**src/rtl/axi_lite_ram_ctrl.sv**
```systemverilog
// AXI4-Lite slave front-end for one port of a dual-port RAM.
// Write address and write data are captured independently. Only one
// transaction is in flight at a time. Reads and writes alternate when
// both are offered in the same idle cycle. Addresses beyond the RAM depth
// complete with SLVERR and never touch the RAM.
module axi_lite_ram_ctrl #(
  parameter int AXI_ADDR_WIDTH = 8,
  parameter int RAM_ADDR_WIDTH = 5,
  parameter int DATA_WIDTH     = 8
) (
  input  logic                      clka,
  input  logic                      rsta,
  input  logic [AXI_ADDR_WIDTH-1:0] s_axi_awaddr,
  input  logic                      s_axi_awvalid,
  output logic                      s_axi_awready,
  input  logic [DATA_WIDTH-1:0]     s_axi_wdata,
  input  logic                      s_axi_wstrb,
  input  logic                      s_axi_wvalid,
  output logic                      s_axi_wready,
  output logic [1:0]                s_axi_bresp,
  output logic                      s_axi_bvalid,
  input  logic                      s_axi_bready,
  input  logic [AXI_ADDR_WIDTH-1:0] s_axi_araddr,
  input  logic                      s_axi_arvalid,
  output logic                      s_axi_arready,
  output logic [DATA_WIDTH-1:0]     s_axi_rdata,
  output logic [1:0]                s_axi_rresp,
  output logic                      s_axi_rvalid,
  input  logic                      s_axi_rready,
  output logic                      ram_en,
  output logic                      ram_we,
  output logic [RAM_ADDR_WIDTH-1:0] ram_addr,
  output logic [DATA_WIDTH-1:0]     ram_din,
  input  logic [DATA_WIDTH-1:0]     ram_dout
);

  localparam logic [1:0] RESP_OKAY   = 2'b00;
  localparam logic [1:0] RESP_SLVERR = 2'b10;

  // Direction that won the most recent arbitration.
  localparam logic GRANT_READ  = 1'b0;
  localparam logic GRANT_WRITE = 1'b1;

  typedef enum logic [2:0] {
    IDLE,
    WR_RAM,
    WR_RESP,
    RD_RAM,
    RD_CAP,
    RD_RESP
  } state_t;

  state_t state;
  state_t state_next;

  // Write-capture flags and arbitration history.
  logic aw_got;
  logic w_got;
  logic last_grant;

  // One address register serves both directions. A read can only be
  // accepted when no write address is held, so the two never collide.
  logic [AXI_ADDR_WIDTH-1:0] cap_addr;
  logic [DATA_WIDTH-1:0]     cap_wdata;
  logic                      cap_wstrb;

  logic rd_sel;
  logic aw_hs;
  logic w_hs;
  logic ar_hs;
  logic in_range;

  // True when the byte address maps onto a RAM word.
  function automatic logic addr_in_range(input logic [AXI_ADDR_WIDTH-1:0] a);
    return (a >> RAM_ADDR_WIDTH) == '0;
  endfunction

  assign aw_hs    = s_axi_awvalid && s_axi_awready;
  assign w_hs     = s_axi_wvalid && s_axi_wready;
  assign ar_hs    = s_axi_arvalid && s_axi_arready;
  assign in_range = addr_in_range(cap_addr);

  // Next-state, handshake readies, response flags and RAM strobes.
  // All of these are forced low while reset is asserted.
  always_comb begin
    state_next    = state;
    rd_sel        = 1'b0;
    s_axi_awready = 1'b0;
    s_axi_wready  = 1'b0;
    s_axi_arready = 1'b0;
    s_axi_bvalid  = 1'b0;
    s_axi_bresp   = RESP_OKAY;
    s_axi_rvalid  = 1'b0;
    ram_en        = 1'b0;
    ram_we        = 1'b0;
    ram_addr      = '0;
    ram_din       = '0;
    if (!rsta) begin
      case (state)
        IDLE: begin
          // A read wins only when no write is partially captured. It also
          // needs either the previous grant to have gone to a write, or no
          // write to be on offer this cycle.
          rd_sel = s_axi_arvalid && !aw_got && !w_got &&
                   (last_grant == GRANT_WRITE || !(s_axi_awvalid || s_axi_wvalid));
          s_axi_awready = !aw_got && !rd_sel;
          s_axi_wready  = !w_got && !rd_sel;
          s_axi_arready = rd_sel;
          if (rd_sel) begin
            state_next = RD_RAM;
          end else if ((aw_got || s_axi_awvalid) && (w_got || s_axi_wvalid)) begin
            state_next = WR_RAM;
          end
        end
        WR_RAM: begin
          ram_en     = in_range;
          ram_we     = in_range && cap_wstrb;
          ram_addr   = cap_addr[RAM_ADDR_WIDTH-1:0];
          ram_din    = cap_wdata;
          state_next = WR_RESP;
        end
        WR_RESP: begin
          s_axi_bvalid = 1'b1;
          s_axi_bresp  = in_range ? RESP_OKAY : RESP_SLVERR;
          if (s_axi_bready) begin
            state_next = IDLE;
          end
        end
        RD_RAM: begin
          ram_en     = in_range;
          ram_addr   = cap_addr[RAM_ADDR_WIDTH-1:0];
          state_next = RD_CAP;
        end
        RD_CAP: begin
          state_next = RD_RESP;
        end
        RD_RESP: begin
          s_axi_rvalid = 1'b1;
          if (s_axi_rready) begin
            state_next = IDLE;
          end
        end
        default: begin
          state_next = IDLE;
        end
      endcase
    end
  end

  // State register, capture flags, arbitration history and read response.
  always_ff @(posedge clka) begin
    if (rsta) begin
      state       <= IDLE;
      aw_got      <= 1'b0;
      w_got       <= 1'b0;
      last_grant  <= GRANT_READ;
      s_axi_rdata <= '0;
      s_axi_rresp <= RESP_OKAY;
    end else begin
      state <= state_next;
      if (aw_hs) begin
        aw_got <= 1'b1;
      end
      if (w_hs) begin
        w_got <= 1'b1;
      end
      if (ar_hs) begin
        last_grant <= GRANT_READ;
      end
      if (state == IDLE && state_next == WR_RAM) begin
        last_grant <= GRANT_WRITE;
      end
      if (state == WR_RAM) begin
        aw_got <= 1'b0;
        w_got  <= 1'b0;
      end
      // RAM data is valid in the cycle after the RD_RAM enable.
      if (state == RD_CAP) begin
        s_axi_rdata <= in_range ? ram_dout : '0;
        s_axi_rresp <= in_range ? RESP_OKAY : RESP_SLVERR;
      end
    end
  end

  // Address and write-data capture. These are datapath registers, so they
  // are not reset. The readies are already low during reset.
  always_ff @(posedge clka) begin
    if (aw_hs) begin
      cap_addr <= s_axi_awaddr;
    end else if (ar_hs) begin
      cap_addr <= s_axi_araddr;
    end
    if (w_hs) begin
      cap_wdata <= s_axi_wdata;
      cap_wstrb <= s_axi_wstrb;
    end
  end

endmodule

```
**config.mk**
```make
export PLATFORM = sky130hd
export DESIGN_NAME = axi_lite_ram_ctrl
export DESIGN_NICKNAME = d
export VERILOG_FILES = /design/src/rtl/axi_lite_ram_ctrl.sv
export SDC_FILE = /design/constraint.sdc
export NUM_CORES = 1
export LEC_CHECK = 0
export ABC_CLOCK_PERIOD_IN_PS = 2060
export CAP_MARGIN = 15
export CORE_ASPECT_RATIO = 2
export CORE_MARGIN = 2
export CORE_UTILIZATION = 25
export CTS_BUF_LIST = sky130_fd_sc_hd__clkbuf_4 sky130_fd_sc_hd__clkbuf_8 sky130_fd_sc_hd__clkbuf_16
export CTS_CLUSTER_SIZE = 12
export DETAILED_ROUTE_END_ITERATION = 16
export GPL_ROUTABILITY_DRIVEN = 0
export GPL_TIMING_DRIVEN = 0
export HOLD_SLACK_MARGIN = 0.05
export SKIP_CTS_REPAIR_TIMING = 1
export SLEW_MARGIN = 20
export SYNTH_ARGS = -nofsm -noshare
export SYNTH_HDL_FRONTEND = slang
export SYNTH_SLANG_ARGS = --single-unit
```
**constraint.sdc**
```tcl
create_clock -name clka -period 2.06 [get_ports clka]
set_input_delay 0.309 -clock clka [delete_from_list [all_inputs] [get_ports clka]]
set_output_delay 0.309 -clock clka [all_outputs]
set_load 0.03 [all_outputs]
```
# After elaboration in Yosys (flattened, before gate mapping)
# Index checks and enable logic that the tools add are counted.
# op_classes
n_eq_ne,6
mux,32
reduce_logical,25
# op_table
op,n
$mux W8,5
$pmux W3 S6,1
$mux W1,16
$mux W3,5
$logic_and A1 B1 Y1,11
$mux W5,2
$logic_not A8 Y1,1
$eq A3 B1 Y1 const B,2
$eq A3 B2 Y1 const B,2
$eq A3 B3 Y1 const B,2
$mux W2,3
$logic_not A1 Y1,4
$logic_or A1 B1 Y1,4
$reduce_bool A2 Y1,2
$reduce_or A2 Y1,2
$logic_not A3 Y1,1
# totals
register_bits,33
input_bits,40
output_inout_bits,32

# Depth between registers and ports, before layout
# logic_depth
depth_word,10
ltp_mapped,5

# Worst setup path before layout
# Ideal clock, no wire load.
# synth_path
path_kind,reg2out
startpoint,reg state[1]
endpoint,out s_axi_bresp[1]
arrival_time_ps,2272
slack_ps,-521
path_stages_with_launch,4
path_cell_list,dfxtp_1 > clkbuf_1 > nor4b_1 > nor2b_1
# synth_via
elab_chain_len,3
# synth_rtl
element,line_no,rtl
start: declaration,53,state_t state;
start signal: assignment,160,state <= state_next;
$eq A3 B2 Y1,99,case (state)
$mux W2,99,
$mux W2,98,if (!rsta) begin
end: declaration,20,"output logic [1:0] s_axi_bresp,"
# Every way passes these cells.

# Final worst setup path
# layout_path
startpoint,reg state[0]
endpoint,"reg cap_addr[6], data pin"
# layout_via
elab_chain_len,5
# layout_rtl
element,line_no,rtl
$logic_not A3 Y1,99,
$mux W1,99,
$mux W1,98,
$logic_and A1 B1 Y1,78,assign aw_hs = s_axi_awvalid && s_axi_awready;
$mux W8,188,if (aw_hs) begin
end signal: assignment,189,cap_addr <= s_axi_awaddr;
end signal: assignment,191,cap_addr <= s_axi_araddr;
end: declaration,63,logic [AXI_ADDR_WIDTH-1:0] cap_addr;
# Every way passes these cells.
# A chain may end at the register's enable or synchronous reset.

==> reports/results.ini <==
[timing]
finalMaxSlewViolations=0
fin_crit_sh=1.02
period_needed_ns=2.10
setup_viol_count_final=8
finalWorstSetupSlack_ns=-0.0401
rsz0062_at_grt=yes
skew_ns=0.00544
tightest_slew_ns=0.581
slew_headroom=0.611
hold_viol_final=0
fmax_mhz=476

[clock_network]
clk_latency_ns=0.27
clkSlewWorstSetupHoldPaths_ns=0.05
htreeDepth=2
clkSinkCount=32
cts_buffers=5
tritoncts=done
root_buffer=clkbuf_16
clock_path_buffers=2

[logic_synthesis]
yosysSeqAreaShare=0.553
syn_area_um2=1470
synth.most_common_cell=edfxtp_1
synth_top_flop_cell=edfxtp_1
async_flop_share=0
synth_common_cells=edfxtp_1 (17), a21oi_1 (15), dfxtp_1 (15)
synth_cells=136
avgSynthCellArea_um2=10.8
synthTopCellsByArea=edfxtp_1 (35%), dfxtp_1 (20%), mux2_2 (6.1%)
synth_edf_count=17
synthDistinctLibCells=34
yosys_warnings=0
synth_seq_cells=32
yosysTopAreaCell=edfxtp_1
synth.top_cell.area_share=0.348

[detailed_routing]
wl_per_cell_um=13.7
totalWireLength_mm=3.87
drc_errors=0
drt-initial-drc-count=29
num_vias=1296
vias_per_cell=4.58
detail_route.first_pass.iterations=4
postRouteAntennaNets=0

[global_route]
grt_use_met1=0.119
grtUsageTotal=0.116
grt-ovfl-total=0
grt_pass1_wl_mm=5.76
globalRouteMet3Util=0.0173
busiest_layer=met2
grt_pass1_vias=1218
antenna_found_initial=0
grt_use_met2=0.212
grt_max_degree=11

[worst_setup_path]
crit-reg2reg-launch=state[0]$_SDFF_PP0_
critPathKind=flip-flop to flip-flop
critPathLaunchType=flip-flop
crit_fanout=8
startpoint=state[0]$_SDFF_PP0_
endpoint_kind=flip-flop
critical_path_required_ns=2.07
cp.arrival_ns=2.11

[die]
die_area_um2=6530
start_util=0.257
num_rows=39
die_w_um=58.1
ios=72
core_um2=5710
die-height_um=112

[final_layout]
nFillCells=551
flow.area_growth_from_synthesis_pct=78.0
nets=261
drive_gt1_frac=0.230
finish.instance_area_um2=2610
diodes=0

[place]
place_area_um2=2230
io_buffers=68
dp_hpwl_mm=2.83

[hold_path]
hp-start=rsta
hold_class=input pin to flip-flop

[outcome]
violations=setup timing
status=finished, violations left

[flow_run]
drv_cap=0

[pwr]
p_leak_nw=1.25
ir_drop_mv=0.614
total_power_mw=2.22
power_density_nw_per_um2=850

==> registers in the layout (all words and copies together), names as in the netlist <==
signal,cells
aw_got,1
cap_addr,8
cap_wdata,8
cap_wstrb,1
last_grant,1
s_axi_rdata,8
s_axi_rresp,1
state,3
w_got,1
==> metal layers <==
| metal | part of all wire | vias up |
|---|---|---|
| li1 | - | 658 |
| met1 | 0.36 | 593 |
| met2 | 0.57 | 39 |
| met3 | 0.043 | 6 |
| met4 | 0.030 | 0 |
| met5 | 0 | - |
==> layout by cell type (no fill, tap or decap), types with 2 or more instances in the layout <==
cell              n
a21oi_1          14
a32o_1            2
and2_1           14
and3_1            2
buf_4            10
buf_6             3
clkbuf_1          2
clkbuf_16         5
clkbuf_2          7
clkbuf_4          2
clkdlybuf4s50_1  45
conb_1            2
dfxtp_1          13
dfxtp_2           2
dlymetal6s2s_1   18
edfxtp_1         17
inv_1             3
mux2_4            8
nand2_1          11
nand2b_1          2
nand3_1           8
nor2_1            6
nor3b_2           2
o211ai_1          2
o21ai_0           2
==> worst max-delay path, stage by stage, from the launching register on <==
cell and delay [ns]:
dfxtp_2 0.32, or4_4 0.51, buf_6 0.15, a2111oi_4 0.32, buf_6 0.21, mux2_4 0.33
==> worst paths after layout <==
check	endpoint	slack, ns	cells after the start
hold reg to reg	s_axi_rdata[4]$_SDFFE_PP0N_	0.45	2
setup / recovery	cap_addr[6]$_DFFE_PP_	-0.04	5
hold / removal	state[1]$_SDFF_PP0_	0.36	4
setup reg to reg	cap_addr[6]$_DFFE_PP_	-0.04	5
==> where the power goes <==
part           switching [mW]  leakage (nW)  internal [mW]
Clock                   0.241        0.0843          0.580
Sequential             0.0486         0.279          0.755
Combinational           0.291         0.888          0.300
Total                   0.580          1.25           1.64
==> cells by family after synthesis <==
logic type	count (synthesis)	synth area share
muxes	8	0.0615
buffers and inverters	13	0.0444
DFF	32	0.553
other	1	0.00256
and+or+nand+nor	57	0.219
AOI/OAI and AO/OA	25	0.119
==> through the flow <==
stage	cells	setup TNS, ns	setup WS (ns)	hold WS, ns	util
after floorplan	137	-1.23	-0.136	0.408	-
after global placement	266	-17.76	-0.681	0.439	0.391
after detailed placement	266	-18.80	-0.700	0.445	0.391
final	283	-0.150	-0.0401	0.361	0.457
after CTS	274	-17.07	-0.896	0.330	0.420
after global routing	283	-0.513	-0.0780	0.393	0.457
==> layout make-up <==
type,count,area [um^2],area share
Timing Repair Buffer,76,767,0.294
Inverter,3,11.3,0.00432
Sequential cell,32,813,0.312
Multi-Input combinational cell,93,704,0.270
Clock inverter,2,35.0,0.0134
Clock buffer,6,133,0.0509
Buffer,10,67.6,0.0259
Tap cell,61,76.3,0.0293
Note: power is estimated with default switching activity, not from simulation.
